**config.mk**
```make
export PLATFORM = sky130hd
export DESIGN_NAME = frame_source
export DESIGN_NICKNAME = d
export VERILOG_FILES = /design/src/rtl/frame_source.sv
export SDC_FILE = /design/constraint.sdc
export NUM_CORES = 1
export LEC_CHECK = 0
export ABC_AREA = 1
export BUFFER_PORTS_ARGS = -buffer_cell sky130_fd_sc_hd__buf_4
export CELL_PAD_IN_SITES_DETAIL_PLACEMENT = 1
export CELL_PAD_IN_SITES_GLOBAL_PLACEMENT = 2
export CORE_MARGIN = 2
export CORE_UTILIZATION = 35
export DETAILED_ROUTE_END_ITERATION = 7
export PLACE_DENSITY_LB_ADDON = 0.2
export SLEW_MARGIN = 20
export SYNTH_ARGS = -nofsm -noshare
export SYNTH_HDL_FRONTEND = slang
export SYNTH_SLANG_ARGS = --single-unit
export TNS_END_PERCENT = 20
```
**constraint.sdc**
```tcl
create_clock -name CLK -period 3.2 [get_ports CLK]
set_input_delay 0.64 -clock CLK [delete_from_list [all_inputs] [get_ports CLK]]
set_output_delay 0.64 -clock CLK [all_outputs]
set_load 0.03 [all_outputs]
```
**src/rtl/frame_source.sv**
```systemverilog
// frame_source: serial frame generator feeding a bit-to-code converter.
// Each frame is a fixed preamble, a PRBS-15 payload and a zero-filled gap,
// one bit every BIT_DIV clocks. Frames repeat back-to-back while en is high.
// Ports:
//   CLK         system clock, rising edge
//   Rst         asynchronous active-high reset
//   en          frame enable, sampled each cycle
//   Bit         registered serial bit, held between strobes
//   bit_stb     one-cycle pulse when Bit takes a new value
//   frame_start one-cycle pulse with the strobe of preamble bit 0
//   busy        high whenever the generator is not idle
//   frame_cnt   count of frames started, wraps at 16 bits
module frame_source #(
    parameter int unsigned BIT_DIV   = 8,
    parameter int unsigned PRE_LEN   = 32,
    parameter logic [31:0] PRE_WORD  = 32'h1ACFFC1D,
    parameter int unsigned PAY_LEN   = 256,
    parameter int unsigned GAP_LEN   = 16,
    parameter logic [14:0] LFSR_SEED = 15'h7FFF
) (
    input  logic        CLK,
    input  logic        Rst,
    input  logic        en,
    output logic        Bit,
    output logic        bit_stb,
    output logic        frame_start,
    output logic        busy,
    output logic [15:0] frame_cnt
);

    typedef enum logic [1:0] {IDLE, PRE, PAY, GAP} state_t;

    localparam int unsigned MAX_A   = (PRE_LEN > PAY_LEN) ? PRE_LEN : PAY_LEN;
    localparam int unsigned MAX_LEN = (MAX_A > GAP_LEN) ? MAX_A : GAP_LEN;
    localparam int unsigned CNT_W   = $clog2(MAX_LEN);
    localparam int unsigned DIV_W   = $clog2(BIT_DIV);

    localparam logic [DIV_W-1:0]   DIV_LAST = DIV_W'(BIT_DIV - 1);
    localparam logic [CNT_W-1:0]   PRE_LAST = CNT_W'(PRE_LEN - 1);
    localparam logic [CNT_W-1:0]   PAY_LAST = CNT_W'(PAY_LEN - 1);
    localparam logic [CNT_W-1:0]   GAP_LAST = CNT_W'(GAP_LEN - 1);
    localparam logic [PRE_LEN-1:0] PRE_BITS = PRE_WORD[PRE_LEN-1:0];

    state_t             r_state;
    logic [DIV_W-1:0]   r_div;
    logic [CNT_W-1:0]   r_idx;
    logic [14:0]        r_lfsr;
    logic [PRE_LEN-1:0] r_pre_sr;
    logic               r_bit;
    logic               r_stb;
    logic               r_fs;
    logic               r_busy;
    logic [15:0]        r_cnt;

    logic w_bit_end;
    logic w_fb;

    assign w_bit_end = (r_div == DIV_LAST);
    assign w_fb      = r_lfsr[14] ^ r_lfsr[13];

    always_ff @(posedge CLK or posedge Rst) begin
        if (Rst) begin
            r_state  <= IDLE;
            r_div    <= '0;
            r_idx    <= '0;
            r_lfsr   <= LFSR_SEED;
            r_pre_sr <= '0;
            r_bit    <= 1'b0;
            r_stb    <= 1'b0;
            r_fs     <= 1'b0;
            r_busy   <= 1'b0;
            r_cnt    <= '0;
        end else begin
            r_stb <= 1'b0;
            r_fs  <= 1'b0;
            case (r_state)
                IDLE: begin
                    r_div <= '0;
                    r_bit <= 1'b0;
                    if (en) begin
                        r_state  <= PRE;
                        r_idx    <= '0;
                        r_bit    <= PRE_BITS[PRE_LEN-1];
                        r_pre_sr <= PRE_BITS << 1;
                        r_stb    <= 1'b1;
                        r_fs     <= 1'b1;
                        r_busy   <= 1'b1;
                        r_cnt    <= r_cnt + 16'd1;
                    end
                end
                default: begin
                    if (!w_bit_end) begin
                        r_div <= r_div + 1'b1;
                    end else begin
                        // Bit period ends here: the next bit goes out on this edge.
                        r_div <= '0;
                        r_stb <= 1'b1;
                        case (r_state)
                            PRE: begin
                                if (r_idx == PRE_LAST) begin
                                    r_state <= PAY;
                                    r_idx   <= '0;
                                    r_bit   <= r_lfsr[14];
                                    r_lfsr  <= {r_lfsr[13:0], w_fb};
                                end else begin
                                    r_idx    <= r_idx + 1'b1;
                                    r_bit    <= r_pre_sr[PRE_LEN-1];
                                    r_pre_sr <= r_pre_sr << 1;
                                end
                            end
                            PAY: begin
                                if (r_idx == PAY_LAST) begin
                                    r_state <= GAP;
                                    r_idx   <= '0;
                                    r_bit   <= 1'b0;
                                end else begin
                                    r_idx  <= r_idx + 1'b1;
                                    r_bit  <= r_lfsr[14];
                                    r_lfsr <= {r_lfsr[13:0], w_fb};
                                end
                            end
                            GAP: begin
                                if (r_idx != GAP_LAST) begin
                                    r_idx <= r_idx + 1'b1;
                                    r_bit <= 1'b0;
                                end else if (en) begin
                                    // Back-to-back frame, no idle cycle in between.
                                    r_state  <= PRE;
                                    r_idx    <= '0;
                                    r_bit    <= PRE_BITS[PRE_LEN-1];
                                    r_pre_sr <= PRE_BITS << 1;
                                    r_fs     <= 1'b1;
                                    r_cnt    <= r_cnt + 16'd1;
                                end else begin
                                    r_state <= IDLE;
                                    r_idx   <= '0;
                                    r_bit   <= 1'b0;
                                    r_busy  <= 1'b0;
                                    r_stb   <= 1'b0;
                                end
                            end
                            default: begin
                                r_state <= IDLE;
                                r_busy  <= 1'b0;
                                r_stb   <= 1'b0;
                            end
                        endcase
                    end
                end
            endcase
        end
    end

    assign Bit         = r_bit;
    assign bit_stb     = r_stb;
    assign frame_start = r_fs;
    assign busy        = r_busy;
    assign frame_cnt   = r_cnt;

endmodule

```
# After elaboration in Yosys (flattened, before gate mapping)
# Index checks and enable logic that the tools add are counted.
# W data, S select, Z words.
# word_totals
reg_bits	80
in_bits	3
output_inout_bits	20
word_cells	97
# op_classes
addsub	3
eq_ne	17
mux	51
n_bitwise	2
reduce_logical	14
# op_table
op	n
$mux W32	5
$mux W16	5
$pmux W32 S2	1
$mux W8	6
$mux W15	2
$pmux W15 S2	1
$pmux W8 S3	1
$mux W1	18
$add A16 B1 Y16 const B	1
$reduce_and A5 Y1	3
$mux W2	6
$ne A3 B3 Y1 const B	3
$add A8 B1 Y8 const B	1
$eq A8 B5 Y1 const B	1
$eq A8 B8 Y1 const B	1
$ne A8 B4 Y1 const B	1
$mux W3	2
$ne A2 B2 Y1 const B	3
$ne A3 B2 Y1 const B	2
$pmux W2 S3	1
$reduce_and A3 Y1	2
$reduce_bool A2 Y1	3
$eq A2 B2 Y1 const B	2
$ne A2 B1 Y1 const B	2
13 further kinds	14

# Longest topological paths before layout
# depth
word_depth	6
ltp_mapped	11

# Least setup slack after synthesis
# No wires, ideal clock.
# synth_timing
path_type	reg-to-reg
start	register r_cnt[0] (netlist: frame_cnt[0])
end	register r_cnt[12] (netlist: frame_cnt[12])
setup_time_ps	118
t_arrival_ps	1593
t_required_ps	3082
slack_ps	1489
stages_incl_launch_ff	9
path_buffers	0
synth_period_minus_slack_ps	1711
cell_sequence	dfrtp_1 > ha_1 > nand2_1 > nor3_1 > nand3_1 > nor2_1 > nand2_1 > nand2_1 > nand2_1
# synth_between
elab_chain_cells	6
# synth_rtl
item	line_no	rtl
start: declaration	53	logic [15:0] r_cnt;
start signal: assignment	88	r_cnt <= r_cnt + 16'd1;
start signal: assignment	133	r_cnt <= r_cnt + 16'd1;
$add A16 B1 Y16 *	88, 133	
$mux W16 *	80, 126	
$mux W16	123	if (r_idx != GAP_LAST) begin
$mux W16	98	case (r_state)
$mux W16	92	if (!w_bit_end) begin
$mux W16 *	76	case (r_state)
# Every way passes the cells marked *; elsewhere a longest branch is shown, timed or not. The select of a mux whose other input is x is not followed.
# A chain may end at the register's enable or synchronous reset.

# Worst setup path in the final report
# layout_timing
start	register r_state[0]
end	register r_pre_sr[20]
# layout_between
elab_chain_cells	4
# layout_rtl
item	line_no	rtl
start: declaration	44	state_t r_state;
start signal: assignment	63	r_state <= IDLE;
start signal: assignment	81	r_state <= PRE;
start signal: assignment	101	r_state <= PAY;
$eq A2 B2 Y1 or $eq A2 B1 Y1 (tied branches)	98	
$pmux W32 S2	98	
$mux W32	92	
$mux W32	76	
end signal: assignment	84	r_pre_sr <= PRE_BITS << 1;
end signal: assignment	108	r_pre_sr <= r_pre_sr << 1;
end signal: assignment	131	r_pre_sr <= PRE_BITS << 1;
end: declaration	48	logic [PRE_LEN-1:0] r_pre_sr;
# Parallel ways exist; a longest one is shown, timed or not. The select of a mux whose other input is x is not followed.

==> impl_metrics.py <==
metrics = {
    "floorplan": {
        "die_w_um": 117,
        "die_y_um": 117,
        "initial_utilization_pct": 35.5,
        "io_pins": 23,
        "core_region_area_mm2": 0.0125,
        "rows": 41,
        "die_area_mm2": 0.0136,
    },
    "synthesis": {
        "yosysMostFrequentCell": "nand2_1",
        "async_reset_ff_share_pct": 100,
        "syn_area_mm2": 0.00444,
        "avgSynthCellArea_um2": 7.44,
        "yosysSeqAreaShare_pct": 45.5,
        "synthFlopType": "dfrtp_1",
        "netlist_instances": 597,
        "synth_area_leader_cell": "dfrtp_1",
        "synth_warnings": 0,
        "synth.top_cell.area_share_pct": 36.6,
        "synth_edf_count": 0,
        "synth_nets": 608,
        "synth_area_leaders": "dfrtp_1 37%, nand2_1 17%, dfstp_2 8.9%",
        "synth_commonest_cells": "201 x nand2_1, 65 x dfrtp_1, 62 x nor2_1",
        "synth.distinct_cells": 39,
        "ys_ff_latch": 80,
    },
    "global_routing": {
        "grt_pass1_vias": 3915,
        "track_usage_pct": 17.6,
        "use_met3_pct": 2.80,
        "busiest_layer": "met2",
        "grt_pass1_wl_um": 18900,
        "met2_usage_pct": 29.4,
        "grt.met1_usage_pct": 23.0,
        "grt_max_degree": 65,
        "antenna_found_initial": 0,
        "overflow": 0,
    },
    "timing": {
        "relSlewSlack_pct": 56.3,
        "setup-violations-final": 0,
        "tns_ns": 0,
        "finalCriticalPeriod_ns": 2.25,
        "tightest_slew_ns": 0.655,
        "setup_ws_ns": 0.947,
        "timing.final.crit_share_pct": 70.4,
        "rsz0062_at_grt": "false",
        "finalHoldViolations": 0,
        "slew_viol_final": 0,
        "fmax_mhz": 444,
        "finClkSkew_ns": 0.00614,
    },
    "drt": {
        "ant_nets": 0,
        "first_iter_violations": 197,
        "drt_wl_total_um": 11000,
        "vias": 3879,
        "wire_per_inst_um": 14.0,
        "dr.pass1.iters": 4,
        "vias_per_cell": 4.95,
        "drc": 0,
    },
    "job": {
        "cap_violations": 0,
    },
    "clock_tree": {
        "cts_tree": "done",
        "cts_inserted_buffers": 9,
        "numClockSinks": 80,
        "hold_buffers": 0,
        "clk_latency_ns": 0.35,
        "htree_levels": 3,
        "post_cts_buffers": 0,
        "cts_root_buf": "clkbuf_16",
        "cts_resized": 0,
        "cts_buffer_depth": 2,
        "clk_pin_slew_ns": 0.07,
    },
    "placement": {
        "io_buffers": 22,
        "gp_congestion": 0.778,
        "hpwl_um": 7260,
        "placedInstanceArea_mm2": 0.00472,
        "pre_cts_ws_ns": 0.897,
    },
    "cells_and_area": {
        "nNetsFinal": 618,
        "final_cell_area_mm2": 0.00502,
        "drive_gt1_share_pct": 11.9,
        "layout-area-overhead-vs-synth_pct": 13.0,
        "antenna_cells": 0,
    },
    "setup_path": {
        "r2r-end": "r_pre_sr[20]$_DFFE_PP0P_",
        "crit_path_max_fanout": 45,
        "regToRegSetupSlack_ns": 0.95,
        "startpoint_type": "flip-flop",
        "worst_setup_path_end_kind": "flip-flop",
        "criticalPathCategory": "flip-flop to flip-flop",
        "r2r-start": "r_state[0]$_DFFE_PP0P_",
        "cp.arrival_ns": 2.53,
        "worstPathRequired_ns": 3.48,
        "rr_worst_depth": 11,
    },
    "run_status": {
        "run_status": "finished, final reports clean",
    },
    "pwr": {
        "powerDensity_mw_per_mm2": 892,
        "leakagePower_uw": 0.00235,
        "ir_drop_mv": 0.334,
    },
    "min_path": {
        "hp-class": "input port to async pin",
    },
}
power by group:
| group | switching, µW | leakage (µW) | internal (µW) |
|---|---|---|---|
| Sequential | 202 | 0.00100 | 1330 |
| Combinational | 1300 | 0.00121 | 592 |
| Clock | 447 | 0.000143 | 609 |
| Total | 1950 | 0.00235 | 2530 |
critical path, cell delays in order (launching register included):
cell and delay [ns]:
dfrtp_1 0.42, inv_1 0.14, ha_1 0.16, buf_4 0.18
clkinv_1 0.22, nand2_1 0.10, o21ai_0 0.11, nand2_2 0.11
nand2_4 0.29, inv_6 0.28, nand2_1 0.07, nand2_1 0.07
worst max path at each step:
stage	to	start	cells after the start	slack [ns]
final	r_pre_sr[20]$_DFFE_PP0P_	r_state[0]$_DFFE_PP0P_	11	0.95
after global routing	r_pre_sr[3]$_DFFE_PP0P_	r_state[0]$_DFFE_PP0P_	11	0.67
after CTS	r_pre_sr[20]$_DFFE_PP0P_	r_state[0]$_DFFE_PP0P_	11	0.91
after detailed placement	frame_cnt[12]$_DFFE_PP0P_	en	8	0.90
after global placement	frame_cnt[12]$_DFFE_PP0P_	en	8	0.96
after floorplan	Bit$_DFFE_PP0P_	Rst	1	0.53
state kept, by name, summed over array words and instances, names as in the netlist:
| signal | count |
|---|---|
| frame_start | 1 |
| Bit | 1 |
| r_div | 3 |
| r_pre_sr | 32 |
| r_lfsr | 15 |
| frame_cnt | 16 |
| r_idx | 8 |
| busy | 1 |
| bit_stb | 1 |
| r_state | 2 |
cell type report:
type,instances,area (µm²)
Sequential cell,80,2020
Timing Repair Buffer,28,223
Inverter,43,168
Clock inverter,6,68.8
Tap cell,172,215
Fill cell,1593,7500
Multi-Input combinational cell,445,2100
Clock buffer,10,229
cells by family (layout without fill, tap and decap cells):
| kind of cell | after synthesis | in the layout | share of synthesized area [%] |
|---|---|---|---|
| compound gates | 104 | 104 | 12.6 |
| mux | 1 | 1 | 0.225 |
| flops | 80 | 80 | 45.5 |
| xor+xnor | 16 | 16 | 3.15 |
| buf+inv | 72 | 87 | 7.35 |
| fa+ha+maj | 8 | 8 | 2.25 |
| simple gates | 316 | 316 | 28.9 |
through the flow:
step / hold WS [ns] / total power [µW] / cells / utilization (%)
2_1_floorplan: 0.409 / 3060 / 597 / -
3_3_place_gp: 0.431 / 3370 / 768 / 37.7
3_5_place_dp: 0.464 / 3480 / 768 / 37.7
4_1_cts: 0.383 / 4580 / 784 / 40.1
5_1_grt: 0.406 / 4940 / 784 / 40.1
6_report: 0.372 / 4480 / 784 / 40.1
placed cells by master (no fill, tap or decap), types with 2 or more instances in the layout:
cell type / Yosys / final
inv_6: 1 / 2
o21ai_0: 54 / 54
nand2_2: 3 / 3
clkinv_2: 0 / 2
nor2_1: 62 / 62
inv_2: 3 / 3
inv_1: 38 / 37
xnor2_1: 7 / 7
nand2_1: 201 / 201
clkbuf_16: 0 / 9
o21ai_1: 16 / 16
clkinv_4: 0 / 2
xor2_1: 9 / 9
o22ai_1: 2 / 2
a21oi_1: 22 / 22
nand3_1: 33 / 33
nor3_1: 7 / 7
o211ai_1: 2 / 2
dfrtp_1: 65 / 65
ha_1: 8 / 8
dfstp_2: 15 / 15
buf_4: 4 / 27
nand4_1: 3 / 3
o31ai_1: 3 / 3
nand3b_1: 2 / 2
layer usage:
metal	wire length [µm]	vias to the layer above
li1	-	1936
met1	5300	1893
met2	5250	35
met3	213	15
met4	210	0
met5	0	-
(Power assumes the default switching activity.)
